==> config.mk <==
export PLATFORM = sky130hd
export DESIGN_NAME = tt_spine_ctrl
export DESIGN_NICKNAME = d
export VERILOG_FILES = /design/src/rtl/tt_spine_ctrl.sv
export SDC_FILE = /design/constraint.sdc
export NUM_CORES = 1
export LEC_CHECK = 0
export CORE_ASPECT_RATIO = 0.8
export CORE_MARGIN = 2
export CORE_UTILIZATION = 28
export DETAILED_ROUTE_END_ITERATION = 12
export PLACE_DENSITY = 0.84
export SLEW_MARGIN = 20
export SYNTH_ARGS = -nofsm -noshare
export SYNTH_HDL_FRONTEND = slang
export SYNTH_SLANG_ARGS = --single-unit
==> constraint.sdc <==
create_clock -name clk -period 1.31 [get_ports clk]
set_input_delay 0.393 -clock clk [delete_from_list [all_inputs] [get_ports clk]]
set_output_delay 0.393 -clock clk [all_outputs]
set_load 0.02 [all_outputs]
==> src/rtl/tt_spine_ctrl.sv <==
// tt_spine_ctrl: spine-root driver; holds the design-select address and blanks the enable around every change.
// Define TT_SPINE_CTRL_SEL_LOAD_EN to add a valid/ready direct address load.
module tt_spine_ctrl #(
    parameter int N_IO      = 8,
    parameter int N_O       = 8,
    parameter int N_I       = 10,
    parameter int BLANK_CYC = 3,
    parameter int S_OW      = N_O + 2*N_IO + 2,
    parameter int S_IW      = N_I + N_IO + 12,
    parameter int U_OW      = N_O + 2*N_IO,
    parameter int U_IW      = N_I + N_IO
) (
    input  logic            clk,
    input  logic            rst_n,
    input  logic            ctrl_sel_rst_n,
    input  logic            ctrl_sel_inc,
    input  logic            ctrl_ena,
`ifdef TT_SPINE_CTRL_SEL_LOAD_EN
    input  logic            sel_load_valid,
    input  logic [8:0]      sel_load_data,
    output logic            sel_load_ready,
`endif
    input  logic [U_IW-1:0] pad_usr_in,
    output logic [U_OW-1:0] pad_usr_out,
    output logic [S_IW-1:0] spine_iw,
    input  logic [S_OW-1:0] spine_ow,
    output logic [8:0]      cur_sel,
    output logic            cur_ena
);
    localparam int CW = (BLANK_CYC > 1) ? $clog2(BLANK_CYC) : 1;

    typedef enum logic {IDLE, BLANK} state_e;

    state_e        state_q, state_d;
    logic [CW-1:0] cnt_q, cnt_d;
    logic [8:0]    sel_q, sel_d, load_data;
    logic [2:0]    s1_q, s2_q;
    logic          inc_q, ena_q, ena_d, ready_q, ready_d;
    logic          srst_n, sinc, sena, inc_pulse, change, load_fire;
    logic          unused_guards;

    // Pad controls are slow and asynchronous: {sel_rst_n, inc, ena}.
    always_ff @(posedge clk or negedge rst_n) begin
        if (!rst_n) begin
            s1_q  <= 3'b100;
            s2_q  <= 3'b100;
            inc_q <= 1'b0;
        end else begin
            s1_q  <= {ctrl_sel_rst_n, ctrl_sel_inc, ctrl_ena};
            s2_q  <= s1_q;
            inc_q <= s2_q[1];
        end
    end

    assign {srst_n, sinc, sena} = s2_q;
    assign inc_pulse = sinc & ~inc_q;

`ifdef TT_SPINE_CTRL_SEL_LOAD_EN
    assign sel_load_ready = ready_q & srst_n;
    assign load_fire      = sel_load_valid & sel_load_ready;
    assign load_data      = sel_load_data;
`else
    assign load_fire      = 1'b0;
    assign load_data      = 9'd0;
`endif

    // Priority rst > load > inc; a change is any actual difference in value.
    always_comb begin
        sel_d = !srst_n ? 9'd0 : load_fire ? load_data : inc_pulse ? sel_q + 9'd1 : sel_q;
    end

    assign change = sel_d != sel_q;

    always_ff @(posedge clk or negedge rst_n) begin
        if (!rst_n) begin
            state_q <= BLANK;
            cnt_q   <= CW'(BLANK_CYC - 1);
            sel_q   <= 9'd0;
            ena_q   <= 1'b0;
            ready_q <= 1'b0;
        end else begin
            state_q <= state_d;
            cnt_q   <= cnt_d;
            sel_q   <= sel_d;
            ena_q   <= ena_d;
            ready_q <= ready_d;
        end
    end

    always_comb begin
        state_d = state_q;
        cnt_d   = cnt_q;
        if (change) begin
            state_d = BLANK;
            cnt_d   = CW'(BLANK_CYC - 1);
        end else if (state_q == BLANK) begin
            state_d = (cnt_q == '0) ? IDLE : BLANK;
            cnt_d   = (cnt_q == '0) ? cnt_q : cnt_q - CW'(1);
        end
    end

    // Enable falls on the same edge the address moves, so the two never skew.
    always_comb begin
        ready_d = (state_q == IDLE) & ~change;
        ena_d   = sena & ready_d;
    end

    assign spine_iw      = {1'b0, {U_IW{ena_q}} & pad_usr_in, sel_q, ena_q, 1'b0};
    assign pad_usr_out   = spine_ow[S_OW-2:1];
    assign unused_guards = &{1'b0, spine_ow[S_OW-1], spine_ow[0], ready_q};
    assign cur_sel       = sel_q;
    assign cur_ena       = ena_q;
endmodule

[After elaboration in Yosys (flattened, before gate mapping)]
Cells that the tools add are included.
Operators by class
  add/subtract/negate cells: 2
  equal/unequal tests: 2
  mux-type cells: 8
  bitwise logic cells: 7
  reduce and logical (&&, ||, !) cells: 3
Operators with widths (number)
  $and 18x18->18: 1
  $mux 9: 2
  $add 9x1->9 const B: 1
  $ne 9x9->1: 1
  $mux 2: 3
  $and 1x1->1: 3
  $mux 1: 3
  $not 1->1: 3
  $logic_not 2->1: 1
  $ne 2x2->1 const B: 1
  $reduce_and 2->1: 1
  $reduce_bool 2->1: 1
  $sub 2x1->2 const B: 1
Storage, ports and cells
  flip-flop bits (word level): 20
  input bits: 49
  output and inout bits: 64
  logic and storage cells: 29

[Longest topological paths before layout]
Gate-level depths: netlist of run 1.
  depth in word-level cells: 8
  depth in mapped cells: 5
  gate-level depth less buffers: 5

[Worst setup path before layout of run 1]
OpenSTA, ideal clock, no wires.
  path type: register to register
  from: register sel_q[0], in the netlist cur_sel[0]
  to: register sel_q[6], in the netlist cur_sel[6]
  library setup time: 0.078 ns
  arrival time: 1.405 ns
  data required time: 1.232 ns
  slack: -0.172 ns
  stages on the path, launching flop included: 5
  path buffers: 0
  period minus slack after synthesis: 1.482 ns
  cell sequence: dfrtp_1 ha_1 inv_1 or4_1 a21oi_1
Between the ends
  cells in the longest elaborated chain, start to end: 3
Ends and longest elaborated chain
  from (decl): line 36  | logic [8:0] sel_q, sel_d, load_data;
  from (signal assigned): line 84  | sel_q <= sel_d;
  $add 9x1->9: line 69  | sel_d = !srst_n ? 9'd0 : load_fire ? load_data : inc_pulse ? sel_q + 9'd1 : sel_q;
  $mux 9 (2 in series): line 69
  named net sel_d[6]: line 36
The timed path passes the listed nets, and every way through them passes these cells.
A chain may end at the register's enable or synchronous reset.

[Worst setup path after layout of run 1]
  from: register ena_q, in the netlist cur_ena
  to: output spine_iw[23]
Between the ends
  cells in the longest elaborated chain, start to end: 1
Ends and longest elaborated chain
  from (decl): line 38  | logic inc_q, ena_q, ena_d, ready_q, ready_d;
  from (signal assigned): line 85  | ena_q <= ena_d;
  $and 18x18->18: line 108  | assign spine_iw = {1'b0, {U_IW{ena_q}} & pad_usr_in, sel_q, ena_q, 1'b0};
  to (decl): line 25  | output logic [S_IW-1:0] spine_iw,
No other way between the ends.

==> results of run 1 <==
==> worst max-delay path, cell delays in order, from the launching register on <==
cell     delay [ns]
dfrtp_2        0.44
buf_12         0.15
and2_4         0.13
buf_6          0.12
==> through the flow <==
step	setup WS, ns	hold WS [ns]
floorplan	-0.0552	0.0974
global placement	-0.653	0.332
detailed placement	-0.666	0.336
CTS	-0.213	0.353
global route	-0.223	0.361
finish	-0.190	0.351
==> power groups by stage <==
stage                     combinational [mW]  sequential, mW  clock [mW]
after floorplan                        0.407           0.765           0
after global placement                 0.526           0.767           0
after detailed placement               0.541           0.771           0
after CTS                              0.611           0.744       0.483
after global routing                   0.753           0.758       0.518
final                                  0.700           0.752       0.473
==> flip-flops by register name, indices dropped and copies added, names as in the netlist <==
register / count
inc_q: 1
state_q: 1
s1_q: 3
cur_sel: 9
cur_ena: 1
cnt_q: 2
s2_q: 3
==> layout by cell type, fill, tap and decap left out, drive strengths merged, types with 3 or more instances in the layout <==
master / instances
a21oi: 5
and2: 18
buf: 58
clkbuf: 4
clkdlybuf4s50: 19
dfrtp: 16
dfstp: 4
dlygate4sd2: 3
inv: 6
nand2: 5
nand2b: 3
nor2: 5
nor4: 3
o31ai: 3
or4: 3
==> area by class of cell <==
type | instances | area share (%)
multi-input cells | 66 | 29.3
repair buffers | 80 | 38.2
inverters | 6 | 1.22
clock buffers | 4 | 2.69
flip-flops and latches | 20 | 25.1
well taps | 57 | 3.48
==> worst min path at each step <==
stage,start,endpoint,slack [ns],depth (start not counted)
after global routing,s1_q[1],s2_q[1],0.36,0
after floorplan,rst_n,cnt_q[0],0.1,0
after CTS,s1_q[0],s2_q[0],0.35,0
after global placement,s1_q[0],s2_q[0],0.33,0
after detailed placement,s1_q[0],s2_q[0],0.34,0
final,s1_q[0],s2_q[0],0.35,0
==> logic make-up (layout without fill, tap and decap cells) <==
logic type                 count (synthesis)  after routing  share of synthesized area [%]
and+or+nand+nor                           44             44                           22.6
buffers and inverters                     43             90                           23.9
DFF                                       20             20                           40.7
AOI/OAI and AO/OA                         13             13                           6.75
xor gates and xnor gates                   3              3                           2.12
adders and majority gates                  2              2                           2.02
muxes                                      2              2                           1.61
other                                      1              2                          0.302
==> routing by layer <==
layer	GRT usage, %	vias to the layer above	routed length [µm]
met2	20.7	45	1620
met1	13.7	495	1230
met3	2.87	4	195
li1	-	487	-
met4	5.70	0	38
met5	0	-	0
==> timing repair <==
action | in CTS | in global routing
pin swaps | 9 | 7
buffers inserted | 7 | 1
gates resized for setup | 200 | 59
gates cloned | 0 | 1
setup endpoints to repair | 46 | 33
==> impl_metrics.csv, run 1 <==
group,metric,value,unit
run_status,status,"finished, violations left",
run_status,violations,"setup timing",
detailed_routing,dr_total_vias,1031,
placed_design,place_area,1760,µm²
floorplan,die-area,4980,µm²
timing,rsz0062_at_grt,"yes",
global_route,antenna_found_initial,0,
pwr,ir_drop,0.720,mV
detailed_routing,drcViolationCount,0,
worst_setup_path,critPathCapture,"spine_iw[23]",
yosys,syn_inst,128,
clock_tree,cts_tree,"built",
yosys,yosys-top-cells-count,"buf_4 (36), and2_1 (18), dfrtp_1 (16)",
worst_setup_path,critPathLaunchType,"register",
clock_tree,cts_max_path_buffers,2,
yosys,synth.top_cells.by_area,"dfrtp_1 (32%), buf_4 (22%), and2_1 (9.1%)",
floorplan,row_count,21,
timing,fmax,667,MHz
worst_setup_path,r2r_cells,4,
timing,layout_min_cycle_time,1.50,ns
yosys,synth.most_common_cell,"buf_4",
global_route,grt_first_pass_wirelength,4620,µm
clock_tree,h-tree-depth,1,
pwr,switching_power,0.558,mW
timing,fin_setup_tns,-3.52,ns
pwr,power.share.clock,24.5,%
detailed_routing,wl_per_cell,13.2,µm
timing,hold_viol_final,0,
layout,finish.utilization,48.4,%
yosys,netlist.area_leader.share,32.3,%
timing,finClkSkew,0.00151,ns
worst_setup_path,crit_arrival,1.11,ns
detailed_routing,drt_pass1_iterations,3,
worst_setup_path,r2r_start,"cur_sel[1]",
clock_tree,clk_latency,0.26,ns
timing,drv_slew,0,
detailed_routing,vias_per_cell,4.42,
pwr,internal_power,1.37,mW
placed_design,portBuffers,60,
global_route,grt-ovfl-total,0,
yosys,async_reset_ff_share,100,%
floorplan,fp.dieW,78.4,µm
timing,setup_viol,24,
layout,layout.cells.non_filler,233,
clock_tree,cts_made_buffers,3,
clock_tree,cts.sinks,20,
clock_tree,cts_root_buf,"clkbuf_8",
floorplan,io_pins,113,
flow_run,cap_viol_max_count,0,
worst_setup_path,r2r-end,"cur_sel[6]",
placed_design,gp_congestion,0.819,
timing,finalCritPeriodShare,115,%
worst_setup_path,path_max_fanout,10,
worst_setup_path,required,0.92,ns
detailed_routing,ant_nets,0,
detailed_routing,drtIter0Drc,12,
pwr,p_leak,0.968,nW
detailed_routing,drt-total-wl,3080,µm
layout,design_area,2050,µm²
yosys,synth_cell_types,28,
yosys,syn_area,1240,µm²
layout,final_nets,228,
pwr,seqPwrFrac,39.1,%
yosys,synth-edff-count,0,
layout,multiInputGateArea,601,µm²
pwr,pwr-share-comb,36.4,%
pwr,power.density,940,nW/µm²
layout,syn_to_final_growth,65.0,%
global_route,grt_max_degree,21,
floorplan,die_height,63.6,µm
yosys,yosysSeqAreaShare,40.7,%
yosys,synth_seq_cells,20,
timing,setup_slack,-0.190,ns
layout,regArea,514,µm²
global_route,grt_pass1_vias,1020,
pwr,total_power,1.93,mW
worst_setup_path,critical_path_class,"register to output pin",
clock_tree,clk_pin_slew_worst_paths,0.07,ns
worst_setup_path,crit_path_end_kind,"output pin",
floorplan,core,4230,µm²
worst_setup_path,r2r_slack,-0.04,ns
layout,n_fill_cell,385,
hold_path,worstHoldPathType,"register to register",
clock_tree,hold_buffers,0,
floorplan,start_util,29.3,%
layout,final_layout_size_suffix_gt1_share,63.1,%
yosys,synth_area_leader_cell,"dfrtp_1",
yosys,avgSynthCellArea,9.70,µm²
worst_setup_path,crit_start,"cur_ena",
global_route,grtUsageTotal,11.9,%
placed_design,dpl.hpwl,2050,µm
pwr,swShare,29.0,%
yosys,yosysWarningCount,0,
placed_design,dp_cells,220,
layout,insertedDiodeCount,0,
yosys,synth_top_flop_cell,"dfrtp_1",
(Power assumes the default switching activity.)
==> run 2: changes to the inputs <==
--- a/config.mk
+++ b/config.mk
@@ -9,7 +9,8 @@
 export CORE_MARGIN = 2
 export CORE_UTILIZATION = 28
 export DETAILED_ROUTE_END_ITERATION = 12
-export PLACE_DENSITY = 0.84
+export PLACE_DENSITY_LB_ADDON = 0.25
+export REMOVE_ABC_BUFFERS = 1
 export SLEW_MARGIN = 20
 export SYNTH_ARGS = -nofsm -noshare
 export SYNTH_HDL_FRONTEND = slang
==> run 2 against run 1 <==
Effect of this change:
- the flow still finishes with violations (setup timing)
- worst setup slack better by 0.0023 ns
- first-iteration DRC count stayed put
- via count is 5.4% higher
- final area is 3.3% lower
- die area stayed put
- cell count is 0.43% higher
- sequential share of layout area is 0.41 points higher
- sequential cell count stayed put
- combinational power is 7.0% lower
- global-route usage is 2.2 points higher
- critical endpoint is now spine_iw[27]
==> impl_metrics.csv, run 2 (same netlist as run 1, synthesis figures left out) <==
group,metric,value,unit
floorplan,fp.dieW,78.4,µm
hold_path,worstHoldPathType,"register to register",
pwr,ir_drop,0.620,mV
timing,fmax,668,MHz
worst_setup_path,critPathLaunchType,"register",
detailed_routing,wl_per_cell,15.7,µm
floorplan,die-area,4980,µm²
global_route,grt-ovfl-total,0,
global_route,antenna_found_initial,0,
floorplan,start_util,29.3,%
pwr,pwr-share-comb,34.6,%
global_route,grt_first_pass_wirelength,5200,µm
timing,setup_viol,28,
timing,finalCritPeriodShare,114,%
floorplan,core,4230,µm²
clock_tree,cts_tree,"built",
layout,largest_reg_flops,9,
clock_tree,h-tree-depth,1,
worst_setup_path,crit_arrival,1.10,ns
worst_setup_path,critical_path_class,"register to output pin",
pwr,swShare,29.3,%
timing,rsz0062_at_grt,"yes",
detailed_routing,drcViolationCount,0,
layout,syn_to_final_growth,59.6,%
worst_setup_path,r2r_slack,-0.08,ns
layout,final_cell_mix,"buf_6 (31), clkdlybuf4s50_1 (21), and2_1 (17), dfrtp_1 (16), buf_2 (16)",
clock_tree,cts_max_path_buffers,2,
detailed_routing,met1_length,1470,µm
placed_design,portBuffers,60,
pwr,p_leak,0.978,nW
pwr,switching_power,0.552,mW
placed_design,gp_congestion,0.852,
detailed_routing,vias_per_cell,4.65,
detailed_routing,ant_nets,0,
clock_tree,clk_latency,0.27,ns
pwr,power.share.clock,25.5,%
timing,hold_slack,0.350,ns
worst_setup_path,path_max_fanout,20,
pwr,total_power,1.88,mW
detailed_routing,drt_pass1_iterations,4,
timing,setup_slack,-0.188,ns
clock_tree,cts_made_buffers,3,
flow_run,cap_viol_max_count,0,
layout,layout.cells.non_filler,234,
placed_design,dp_cells,224,
detailed_routing,wl_met2,1470,µm
floorplan,row_count,21,
worst_setup_path,crit_slowest_cell,"dfrtp_1",
worst_setup_path,slowest_delay,0.40,ns
layout,insertedDiodeCount,0,
timing,layout_min_cycle_time,1.50,ns
detailed_routing,drt-total-wl,3680,µm
detailed_routing,wl_met3,687,µm
clock_tree,cts.sinks,20,
layout,final_layout_size_suffix_gt1_share,49.2,%
worst_setup_path,cp_top_family,"flip-flops",
layout,final_nets,229,
worst_setup_path,crit_path_end_kind,"output pin",
global_route,grtUsageTotal,14.1,%
worst_setup_path,cp_cell_sequence,"buf_12 > and2_1 > buf_2",
worst_setup_path,crit_buf_inv,2,
run_status,violations,"setup timing",
timing,hold_viol_final,0,
global_route,grt_pass1_vias,989,
placed_design,dpl.hpwl,2600,µm
global_route,grt_max_degree,21,
floorplan,io_pins,113,
clock_tree,clk_pin_slew_worst_paths,0.07,ns
timing,finClkSkew,0.00349,ns
floorplan,die_height,63.6,µm
detailed_routing,drtIter0Drc,12,
pwr,internal_power,1.33,mW
clock_tree,cts_root_buf,"clkbuf_8",
timing,drv_slew,0,
detailed_routing,dr_total_vias,1087,
detailed_routing,highest_layer,"met4",
worst_setup_path,required,0.92,ns
pwr,seqPwrFrac,39.9,%
pwr,power.density,950,nW/µm²
layout,n_fill_cell,388,
layout,final_common_cell,"buf_6",
run_status,status,"finished, violations left",
run 2: final timing paths:
path / startpoint / end / cells past startpoint
max: cur_ena / spine_iw[27] / 3
min: s1_q[1] / s2_q[1] / 0
max reg2reg: cur_sel[0] / cur_sel[6] / 4
min reg2reg: s1_q[1] / s2_q[1] / 0
max in group asynchronous: rst_n / s2_q[2] / 2
min in group asynchronous: rst_n / cur_sel[8] / 2
run 2: stage by stage:
stage,setup TNS (ns),utilization [%],setup slack (ns),area [µm²]
2_1_floorplan,-2.95,-,-0.299,971
3_3_place_gp,-13.16,42.1,-0.678,1780
4_1_cts,-3.57,43.6,-0.196,1840
3_5_place_dp,-13.47,42.1,-0.678,1780
6_report,-3.51,46.8,-0.188,1980
5_1_grt,-4.62,46.8,-0.230,1980
run 2: final cells by class:
cell class	count	area (µm²)	share of cell area, %
Sequential cell	20	505	25.5
Tap cell	57	71.3	3.60
Multi-Input combinational cell	66	557	28.1
Clock buffer	4	55.1	2.78
Timing Repair Buffer	81	767	38.7
Inverter	6	25.0	1.26
run 2: timing repair:
| item | 4_1_cts | 5_1_grt |
|---|---|---|
| pin swaps | 11 | 10 |
| setup buffers | 2 | 4 |
| setup endpoints to repair | 47 | 33 |
| hold buffers | 0 | 0 |
| gates resized for setup | 201 | 31 |
run 2: per-layer routing:
| layer | vias to the layer above | track usage (%) |
|---|---|---|
| li1 | 484 | - |
| met1 | 509 | 15.6 |
| met5 | - | 4.44 |
| met4 | 0 | 4.61 |
| met3 | 4 | 12.0 |
| met2 | 90 | 19.4 |
run 2: worst reg2reg max path: cells and delay by family, from the launching register on:
family	cells	cell delay (ns)
and+or+nand+nor	1	0.49
DFF	1	0.41
adders and majority gates	1	0.24
AOI/OAI and AO/OA	1	0.12
buffers and inverters	1	0.06
run 2: power by group through the flow:
| stage | logic [mW] | clock network [mW] | registers [mW] |
|---|---|---|---|
| final | 0.651 | 0.481 | 0.751 |
| after CTS | 0.611 | 0.492 | 0.741 |
| after detailed placement | 0.591 | 0 | 0.749 |
| after floorplan | 0.261 | 0 | 0.779 |
| after global routing | 0.715 | 0.514 | 0.759 |
| after global placement | 0.571 | 0 | 0.746 |
